File: src/rtl/serial_sub_ctrl.sv
// Bit-serial subtraction sequencer driving an external 1-bit full-subtractor cell.
// Operands are fed LSB-first; the borrow is carried in a register between bits.
module serial_sub_ctrl #(
    parameter int W = 8
) (
    input  logic         clk,
    input  logic         rst_n,
    input  logic         start,
    input  logic [W-1:0] a_in,
    input  logic [W-1:0] b_in,
    input  logic         bin_init,
    output logic         busy,
    output logic         done,
    output logic [W-1:0] diff,
    output logic         borrow_final,
    output logic         fs_en,
    output logic         fs_a,
    output logic         fs_b,
    output logic         fs_bin,
    input  logic         fs_y,
    input  logic         fs_bout
);

    localparam int CW = (W > 1) ? $clog2(W) : 1;

    typedef enum logic [1:0] {
        IDLE,
        RUN,
        DONE
    } state_e;

    state_e         state_q, state_d;
    logic [W-1:0]   a_sh_q, a_sh_d;
    logic [W-1:0]   b_sh_q, b_sh_d;
    logic [W-1:0]   res_q, res_d;
    logic [W-1:0]   diff_q, diff_d;
    logic           brw_q, brw_d;
    logic           bfin_q, bfin_d;
    logic [CW-1:0]  cnt_q, cnt_d;
    logic           last_bit;

    assign last_bit = (cnt_q == CW'(W - 1));

    always_ff @(posedge clk or negedge rst_n) begin
        if (!rst_n) begin
            state_q <= IDLE;
        end else begin
            state_q <= state_d;
        end
    end

    always_comb begin
        state_d = state_q;
        case (state_q)
            IDLE:    if (start) state_d = RUN;
            RUN:     if (last_bit) state_d = DONE;
            DONE:    state_d = IDLE;
            default: state_d = IDLE;
        endcase
    end

    always_comb begin
        busy   = (state_q != IDLE);
        done   = (state_q == DONE);
        fs_en  = (state_q == RUN);
        fs_a   = 1'b0;
        fs_b   = 1'b0;
        fs_bin = 1'b0;
        if (state_q == RUN) begin
            fs_a   = a_sh_q[0];
            fs_b   = b_sh_q[0];
            fs_bin = brw_q;
        end
    end

    // The cell result arrives combinationally, so the completed difference on
    // the last bit is the shifted result register with fs_y placed at the MSB.
    always_comb begin
        a_sh_d = a_sh_q;
        b_sh_d = b_sh_q;
        res_d  = res_q;
        diff_d = diff_q;
        brw_d  = brw_q;
        bfin_d = bfin_q;
        cnt_d  = cnt_q;
        case (state_q)
            IDLE: begin
                if (start) begin
                    a_sh_d = a_in;
                    b_sh_d = b_in;
                    brw_d  = bin_init;
                    cnt_d  = '0;
                end
            end
            RUN: begin
                a_sh_d       = a_sh_q >> 1;
                b_sh_d       = b_sh_q >> 1;
                res_d        = res_q >> 1;
                res_d[W-1]   = fs_y;
                brw_d        = fs_bout;
                cnt_d        = cnt_q + CW'(1);
                if (last_bit) begin
                    diff_d = res_d;
                    bfin_d = fs_bout;
                end
            end
            default: ;
        endcase
    end

    always_ff @(posedge clk or negedge rst_n) begin
        if (!rst_n) begin
            a_sh_q <= '0;
            b_sh_q <= '0;
            res_q  <= '0;
            diff_q <= '0;
            brw_q  <= 1'b0;
            bfin_q <= 1'b0;
            cnt_q  <= '0;
        end else begin
            a_sh_q <= a_sh_d;
            b_sh_q <= b_sh_d;
            res_q  <= res_d;
            diff_q <= diff_d;
            brw_q  <= brw_d;
            bfin_q <= bfin_d;
            cnt_q  <= cnt_d;
        end
    end

    assign diff         = diff_q;
    assign borrow_final = bfin_q;

endmodule

File: config.mk
export PLATFORM = sky130hd
export DESIGN_NAME = serial_sub_ctrl
export DESIGN_NICKNAME = d
export VERILOG_FILES = /design/src/rtl/serial_sub_ctrl.sv
export SDC_FILE = /design/constraint.sdc
export NUM_CORES = 1
export LEC_CHECK = 0
export CAP_MARGIN = 20
export CORE_UTILIZATION = 53
export DETAILED_ROUTE_END_ITERATION = 8
export PLACE_DENSITY = 0.83
export SLEW_MARGIN = 15
export SYNTH_ARGS = -nofsm -noshare
export SYNTH_HDL_FRONTEND = slang
export SYNTH_SLANG_ARGS = --single-unit
File: constraint.sdc
create_clock -name clk -period 2.5 [get_ports clk]
set_clock_uncertainty 0.15 [all_clocks]
set_input_delay 0.5 -clock clk [delete_from_list [all_inputs] [get_ports clk]]
set_output_delay 0.5 -clock clk [all_outputs]
set_load 0.01 [all_outputs]
==> metrics.yaml <==
slew_violations: 0
drive_gt1_frac: 0.160
synth_area_um2: 1680
grt_pass1_vias: 1327
r2r_slack_ns: 0.88
power.density_nw_per_um2: 1240
placementRows: 20
portBuffers: 36
crit_arrival_ns: 1.75
dpl_cell_area_um2: 2070
fp.dieH_um: 58.3
syn-num-nets: 171
clockRootBuffer: "clkbuf_4"
synth_cells: 147
initial_core_util: 0.555
viasPerCell: 5.59
worst-path-max-fanout: 14
worst_pin_slew_ns: 0.473
critPathKind: "reg -> out"
design_area_um2: 2160
drtIter0Drc: 48
finalSetupViolCount: 0
hold_viol_final: 0
total_power_uw: 2680
num_antenna_cells: 0
endpoint_kind: "primary output"
boundaryPins: 37
timing.hold.ws_ns: 0.348
ys_ff_latch: 38
synth_cell_type_count: 23
async_flop_share: 1.00
vias: 1297
postLayoutCoreUtil: 0.715
coreArea_um2: 3030
ant_nets: 0
route.detailed.drc: 0
synth_edf_count: 0
dpl.hpwl_um: 2500
final_nets: 211
max_freq_mhz: 417
avgSynthCellArea_um2: 11.4
grt.overflow.total: 0
worstSetupStartpointType: "flop"
cts.sinks: 38
synthFlopType: "dfrtp_1"
hp-class: "reg -> reg"
grt_max_degree: 39
status: "finished, final reports clean"
syn2layout_area_growth_pct: 28.7
finalWirelength_um: 3650
cts.clk_slew.worst_paths_ns: 0.11
ys_seq_area_frac: 0.565
h-tree-depth: 2
die_area_um2: 3400
leakage_uw: 0.000977
place_congestion: 0.806
crit_path_top_delay_cell: "clkdlybuf4s50_1"
cts_max_path_buffers: 2
required_ns: 1.85
die_width_um: 58.3
rr_startpoint: "cnt_q[0]"
peakVddDrop_mv: 0.505
period_needed_ns: 2.40
path_buf_inv: 2
rsz0062_at_grt: "false"
grt_pass1_wl_um: 6070
crit_chain: "nand2b_4, clkinv_4, and2_1, clkdlybuf4s50_1"
crit_start: "state_q[1]"
numCtsBuffers: 5
crit_family: "buffers and inverters"
clk_latency_ns: 0.34
setup_tns_ns: 0
wire_per_inst_um: 15.7
cts_tree: "done"
ys_warn_count: 0
hold_start: "state_q[1]"
max_stage_delay_ns: 0.53
antenna_found_initial: 0
gr-usage-all-layers: 0.238
fin_crit_sh: 0.960
relSlewSlack: 0.683
drt-pass1-iter-count: 4
maxCapViolCount: 0
-- path summary, 6_finish.rpt --
check / end / cells after the start
setup reg to reg: diff[7] / 4
hold / removal: state_q[0] / 1
setup / recovery: fs_bin / 4
min in group asynchronous: res_q[1] / 2
hold reg to reg: state_q[0] / 1
max in group asynchronous: state_q[0] / 2
-- repair_timing --
item,4_1_cts,5_1_grt
gates resized for setup,0,2
setup buffers,0,2
hold buffers,0,0
setup endpoints to repair,0,3
-- cells in the mapped netlist (all sizes together), types with 3 or more instances --
cell type,count,area share
dfrtp,38,0.57
nand2,24,0.063
o22ai,21,0.078
a21oi,9,0.027
mux2,9,0.080
buf,7,0.030
o21ai,7,0.021
a2bb2oi,5,0.026
inv,4,0.0089
nand2b,4,0.019
nor2,4,0.0089
and2,3,0.011
-- per-layer routing --
layer  up-vias  track usage  part of all wire
li1        604            -                 -
met2        53        0.412              0.49
met4         0       0.0680             0.013
met5         -            0                 0
met1       633        0.301              0.44
met3         7       0.0549             0.053
-- cells in the final DEF, fill, tap and decap left out, drive strengths merged, types with 5 or more instances in the layout --
cell            n
a21oi           9
buf             6
mux2            9
o21ai           7
a2bb2oi         5
clkdlybuf4s50  36
o22ai          21
dfrtp          38
nand2          24
clkbuf          5
-- cell families after synthesis --
| family | count (synthesis) | share of synthesized area |
|---|---|---|
| AO/OA/AOI/OAI | 46 | 0.176 |
| buffers and inverters | 14 | 0.0484 |
| AND/OR/NAND/NOR | 38 | 0.115 |
| adder cells (fa/ha/maj) | 2 | 0.0149 |
| multiplexers | 9 | 0.0804 |
| flip-flops | 38 | 0.565 |
-- final cells by class --
cell class	instances	area, um^2
multi-input cells	95	649
clock buffers	5	37.5
fillers	247	863
well taps	44	55.1
flip-flops and latches	38	953
clock inverters	3	40.0
inverters	5	23.8
repair buffers	42	405
-- where the power goes --
part           switching [uW]  internal [uW]
registers                 214            905
clock network             202            207
logic                     508            642
total                     923           1750
-- metrics by stage --
| stage | setup WS (ns) | cells |
|---|---|---|
| 6_report | 0.100 | 232 |
| 5_1_grt | 0.0215 | 232 |
| 4_1_cts | 0.0123 | 230 |
| 3_5_place_dp | 0.368 | 222 |
| 3_3_place_gp | 0.449 | 222 |
| 2_1_floorplan | 0.670 | 147 |
-- state kept, by name (all words and copies together) (netlist names) --
name	flops
cnt_q	3
diff	8
b_sh_q	8
borrow_final	1
state_q	2
brw_q	1
res_q	7
a_sh_q	8
Power figures use the tool's default switching activity.
==> RTL edit 1 (same settings) <==
The parameter `W` goes from 8 to 4.
--- a/src/rtl/serial_sub_ctrl.sv
+++ b/src/rtl/serial_sub_ctrl.sv
@@ -3,3 +3,3 @@
 module serial_sub_ctrl #(
-    parameter int W = 8
+    parameter int W = 4
 ) (
Ports: changed (resized a_in, b_in and diff); port bits go from 37 to 25. The function was not compared with the original's and may differ.
==> RTL edit 1 against the original RTL <==
- routed wire length is 42% lower
- total power is 41% lower
- sequential power is 44% lower
- worst setup slack better by 5.9 ps
- sequential cell count shrank 17
- count of clock-buffer cells in the layout shrank 2
- area after synthesis down 44%
- core utilization is 8.0 points higher
- final area down 42%
- critical endpoint unchanged
- largest cell class unchanged
- highest routed layer unchanged
==> RTL edit 1: results (changes against the original RTL) <==
| Step | Result | Value | Change |
|---|---|---|---|
| status | Result of the run | finished, final reports clean | unchanged |
| synthesis | Most instantiated cells after synthesis | dfrtp_1, o22ai_1, nand2_1 | was dfrtp_1, nand2_1, o22ai_1 |
| synthesis | Cell count after synthesis | 87 | was 147 |
| drt | Initial detailed-routing violation count | 19 | was 48 |
| global routing | Met2 Track Usage GR | 40.0% | was 41.2% |
| placement | Setup WS pre-CTS | 398 ps | was 368 ps |
| drt | Detailed-route wire length | 2110 um | was 3650 um |
| synthesis | Number of nets produced by synthesis | 102 | was 171 |
| global routing | Vias in the first global route | 761 | was 1,327 |
| drt | Pre-antenna DRT Iters | 6 | was 4 |
| clocking | Insertion delay to the later sink of the worst-skew pair | 310 ps | was 340 ps |
| global routing | Routing usage on met3 | 4.08% | was 5.49% |
| worst setup path | Largest incremental delay on the critical path | 530 ps | about the same |
| placement | Count of port buffers added during placement | 24 | was 36 |
| timing | Rel. slew slack | 74.2% | was 68.3% |
| synthesis | Post-synthesis async set-or-reset flop share | 100% | unchanged |
| placement | DP Wirelength | 1490 um | was 2500 um |
| placement | Placer's final routability congestion estimate | 0.770 | was 0.806 |
| worst setup path | Library cell contributing the largest single delay on the critical path | clkdlybuf4s50_1 | unchanged |
| worst setup path | R2R cell count | 4 | unchanged |
| worst setup path | Maximum fanout along the worst path | 9 | was 14 |
| synthesis | Portion of the post-synthesis area used by sequential elements | 56.1% | was 56.5% |
| clocking | CTS Buf Count | 3 | was 5 |
| clocking | Clock transition time at the flip-flop clock pins of the worst setup and hold paths | 120 ps |  |
| worst hold path | Path type of the worst min-delay path | input port to async pin | was flop to flop |
| drt | Detailed-route via count | 780 | was 1,297 |
| global routing | Pin count of the biggest net entering global routing | 22 | was 39 |
| drt | Post-detailed-route wirelength per cell | 15.7 um | about the same |
| global routing | Antenna violations before repair | 0 | unchanged |
| worst setup path | CP delay by family, top | buffers and inverters | unchanged |
| global routing | M1 GR Usage | 28.1% | was 30.1% |
| placement | Inst Count DP | 127 | was 222 |
| timing | Final setup slack of the worst path | 106 ps | was 100 ps |
| synthesis | Syn. warnings | 0 | unchanged |
| power | Maximum ir drop on the vdd rail | 0.736 mV | was 0.505 mV |
| worst setup path | Data arrival time of the critical path | 1740 ps |  |
| cells and area | Ant diodes | 0 | unchanged |
| clocking | Number of buffers between clock root and the deepest sink | 2 | unchanged |
| clocking | Root cell of the clock tree | clkbuf_4 | unchanged |
| cells and area | Share of post-route cells with drive strength above 1 | 16.1% | was 16.0% |
| power | Lkg Pwr | 0.580 nW | was 0.977 nW |
| clocking | Number of H-tree levels | 1 | was 2 |
| global routing | Wire length of the first global-routing pass | 3280 um | was 6070 um |
| global routing | GRT Resource Usage Total | 24.3% | was 23.8% |
| synthesis | Distinct cell type count of the synthesized netlist | 19 | was 23 |
| synthesis | Synth area leaders | dfrtp_1, o22ai_1, mux2_4 | was dfrtp_1, mux2_4, o22ai_1 |
-- RTL edit 1: per-stage QoR --
stage | cell area, sq um | hold WS, ps
3_3_place_gp | 1200 | 315
6_report | 1250 | 357
3_5_place_dp | 1200 | 335
5_1_grt | 1250 | 377
4_1_cts | 1230 | 362
2_1_floorplan | 936 | 54.4
-- RTL edit 1: kinds of logic (layout without fill, tap and decap cells) --
family          after synthesis  after routing  synth area share, %
compound gates               29             29                 17.6
simple gates                 23             23                 12.4
flops                        21             21                 56.1
buf+inv                       8             39                 4.41
mux                           5              5                 8.02
fa+ha+maj                     1              1                 1.34
-- RTL edit 1: timing repair --
item                                    in CTS  in global routing
endpoints found under the setup margin       0                  3
gates resized for setup                      0                  1
buffers inserted                             0                  3
-- RTL edit 1: area by class of cell --
cell class	count	area [sq um]
clock buffers	3	22.5
multi-input cells	58	369
well taps	16	20.0
clock inverters	1	5.00
inverters	5	23.8
fillers	115	324
repair buffers	30	285
flip-flops and latches	21	527
-- RTL edit 1: final timing paths --
check,startpoint,endpoint,slack [ps]
min,rst_n,diff[0],360
max in group asynchronous,rst_n,state_q[1],1610
min in group clk,res_q[3],res_q[2],360
min reg2reg,res_q[3],res_q[2],360
max,state_q[1],fs_bin,110
max reg2reg,state_q[1],diff[1],1050
-- RTL edit 1: routing by layer --
metal  wire length (um)  share of wire, %
met5                  0                 0
met4                 56               2.7
met3                 94               4.5
met2               1070                50
met1                893                42
-- RTL edit 1: power by group --
group          switching (mW)  internal [mW]
Combinational           0.363          0.433
Sequential              0.127          0.499
Clock                   0.106         0.0599
==> RTL edit 2 (same flow settings) <==
Made on the original files. Add an input register stage for `start`, `a_in`, `b_in`, `bin_init`, `fs_y` and `fs_bout`; this delays them by one clock.
--- a/src/rtl/serial_sub_ctrl.sv
+++ b/src/rtl/serial_sub_ctrl.sv
@@ -31,2 +31,18 @@
 
+    logic start_q;
+    logic [W-1:0] a_q;
+    logic [W-1:0] b_q;
+    logic bin_init_q;
+    logic fs_y_q;
+    logic fs_bout_q;
+
+    always_ff @(posedge clk) begin
+        start_q    <= start;
+        a_q        <= a_in;
+        b_q        <= b_in;
+        bin_init_q <= bin_init;
+        fs_y_q     <= fs_y;
+        fs_bout_q  <= fs_bout;
+    end
+
     state_e         state_q, state_d;
@@ -54,3 +70,3 @@
         case (state_q)
-            IDLE:    if (start) state_d = RUN;
+            IDLE:    if (start_q) state_d = RUN;
             RUN:     if (last_bit) state_d = DONE;
@@ -87,6 +103,6 @@
             IDLE: begin
-                if (start) begin
-                    a_sh_d = a_in;
-                    b_sh_d = b_in;
-                    brw_d  = bin_init;
+                if (start_q) begin
+                    a_sh_d = a_q;
+                    b_sh_d = b_q;
+                    brw_d  = bin_init_q;
                     cnt_d  = '0;
@@ -98,4 +114,4 @@
                 res_d        = res_q >> 1;
-                res_d[W-1]   = fs_y;
-                brw_d        = fs_bout;
+                res_d[W-1]   = fs_y_q;
+                brw_d        = fs_bout_q;
                 cnt_d        = cnt_q + CW'(1);
@@ -103,3 +119,3 @@
                     diff_d = res_d;
-                    bfin_d = fs_bout;
+                    bfin_d = fs_bout_q;
                 end
Check against the original RTL: not equivalent (a bounded check fails within 4 cycles, from zero or initial values and one cycle with rst_n low).
==> RTL edit 2 against the original RTL <==
- global-route usage decreased by 2.9 points
- final area increased by 22%
- routed wire length decreased by 1.1%
- area after synthesis increased by 25%
- total power increased by 19%
- sequential cell count increased by 20
- count of clock-buffer cells in the layout increased by 8
- critical path type unchanged
- highest routed layer unchanged
- cell count decreased by 0.86%
- worst setup slack improved by 56 ps
==> RTL edit 2: results (changes against the original RTL) <==
| Step | Result | Value | Change |
|---|---|---|---|
| worst setup path | Data arrival time of the critical path | 1690 ps | was 1750 ps |
| power | Lkg Pwr | 1.11 nW | was 0.977 nW |
| clocking | Number of H-tree levels | 3 | was 2 |
| clocking | Insertion delay to the later sink of the worst-skew pair | 320 ps | was 340 ps |
| drt | Pre-antenna DRT Iters | 5 | was 4 |
| clocking | CTS Buf Count | 9 | was 5 |
| synthesis | Portion of the post-synthesis area used by sequential elements | 64.4% | was 56.5% |
| placement | DP Wirelength | 2480 um | was 2500 um |
| placement | Dpl cell area | 2470 sq um | was 2070 sq um |
| worst setup path | Maximum fanout along the worst path | 7 | was 14 |
| clocking | Root cell of the clock tree | clkbuf_8 | was clkbuf_4 |
| global routing | Wire length of the first global-routing pass | 6290 um | was 6070 um |
| status | Result of the run | finished, final reports clean | unchanged |
| drt | Initial detailed-routing violation count | 69 | was 48 |
| synthesis | Post-synthesis async set-or-reset flop share | 65.5% | was 100% |
| synthesis | Synth area leaders | dfrtp_1, dfxtp_1, mux2_1 | was dfrtp_1, mux2_4, o22ai_1 |
| timing | Worst slew pin tran | 798 ps | was 473 ps |
| drt | Post-detailed-route wirelength per cell | 15.7 um | about the same |
| global routing | GRT Resource Usage Total | 21.0% | was 23.8% |
| synthesis | Number of nets produced by synthesis | 162 | was 171 |
| synthesis | Most instantiated cells after synthesis | dfrtp_1, dfxtp_1, mux2_1, or4b_1, o221a_2 | was dfrtp_1, nand2_1, o22ai_1 |
| placement | Placer's final routability congestion estimate | 0.694 | was 0.806 |
| cells and area | Final net count | 201 | was 211 |
| synthesis | Distinct cell type count of the synthesized netlist | 27 | was 23 |
| global routing | Vias in the first global route | 1,395 | was 1,327 |
| clocking | Clock transition time at the flip-flop clock pins of the worst setup and hold paths | 60 ps | was 110 ps |
| worst hold path | Path type of the worst min-delay path | input port to async pin | was flop to flop |
-- RTL edit 2: changes by cell type in the layout (fill, tap and decap cells not counted), moves of 9 or more --
cell and change:
or4b_1 +15, o221a_2 +9, nand2_1 -23, dfxtp_1 +20, clkbuf_8 +11, o22ai_1 -21
mux2_1 +15, mux2_4 -9
-- RTL edit 2: cell type report --
| type | instances | area, sq um |
|---|---|---|
| Sequential cell | 58 | 1350 |
| Inverter | 2 | 7.51 |
| Multi-Input combinational cell | 67 | 674 |
| Tap cell | 48 | 60.1 |
| Clock buffer | 13 | 159 |
| Timing Repair Buffer | 39 | 378 |
| Fill cell | 259 | 1070 |
| Clock inverter | 3 | 15.0 |
-- RTL edit 2: report_power, final --
part / total, mW / switching, mW / internal (mW) / leakage, nW
Sequential: 1.43 / 0.183 / 1.25 / 0.623
Combinational: 1.04 / 0.423 / 0.614 / 0.396
Clock: 0.730 / 0.322 / 0.409 / 0.0932
-- RTL edit 2: kinds of logic (layout without fill, tap and decap cells) --
| logic type | count (synthesis) | count (layout) | share of synthesized area, % |
|---|---|---|---|
| DFF | 58 | 58 | 64.4 |
| muxes | 17 | 17 | 9.07 |
| and+or+nand+nor | 26 | 26 | 11.1 |
| adders and majority gates | 2 | 2 | 1.19 |
| AOI/OAI and AO/OA | 22 | 22 | 10.8 |
| buffers and inverters | 13 | 57 | 3.40 |
-- RTL edit 2: through the flow --
step / hold slack [ps] / power (mW) / worst slack (ps) / std cells
after floorplan: 54.4 / 2.05 / 878 / 138
after global placement: 298 / 2.41 / 506 / 214
after detailed placement: 321 / 2.49 / 487 / 214
after CTS: 122 / 3.23 / 125 / 230
final: 112 / 3.20 / 156 / 230
after global routing: 162 / 3.41 / 61.3 / 230
-- RTL edit 2: path summary, 6_finish.rpt --
| path | start | to | slack, ps | cells after the start |
|---|---|---|---|---|
| max in group asynchronous | rst_n | brw_q | 1580 | 1 |
| worst min-delay path | rst_n | b_sh_q[1] | 110 | 1 |
| worst min register to register | fs_bout_q | borrow_final | 330 | 1 |
| worst max register to register | cnt_q[0] | diff[0] | 630 | 4 |
| min in group clk | fs_bout_q | borrow_final | 330 | 1 |
| worst max-delay path | state_q[1] | fs_a | 160 | 4 |
-- RTL edit 2: worst max-delay path: stages (launching register included) --
cell and delay (ps):
dfrtp_1 370, nand2b_2 190, inv_2 140, and2_1 150, clkdlybuf4s50_1 530
-- RTL edit 2: per-layer routing --
| metal | wire length [um] | vias up | GRT usage (%) |
|---|---|---|---|
| li1 | - | 600 | - |
| met1 | 1480 | 658 | 22.5 |
| met2 | 1910 | 35 | 35.7 |
| met3 | 157 | 5 | 7.39 |
| met4 | 64 | 0 | 11.7 |
| met5 | 0 | - | 0 |
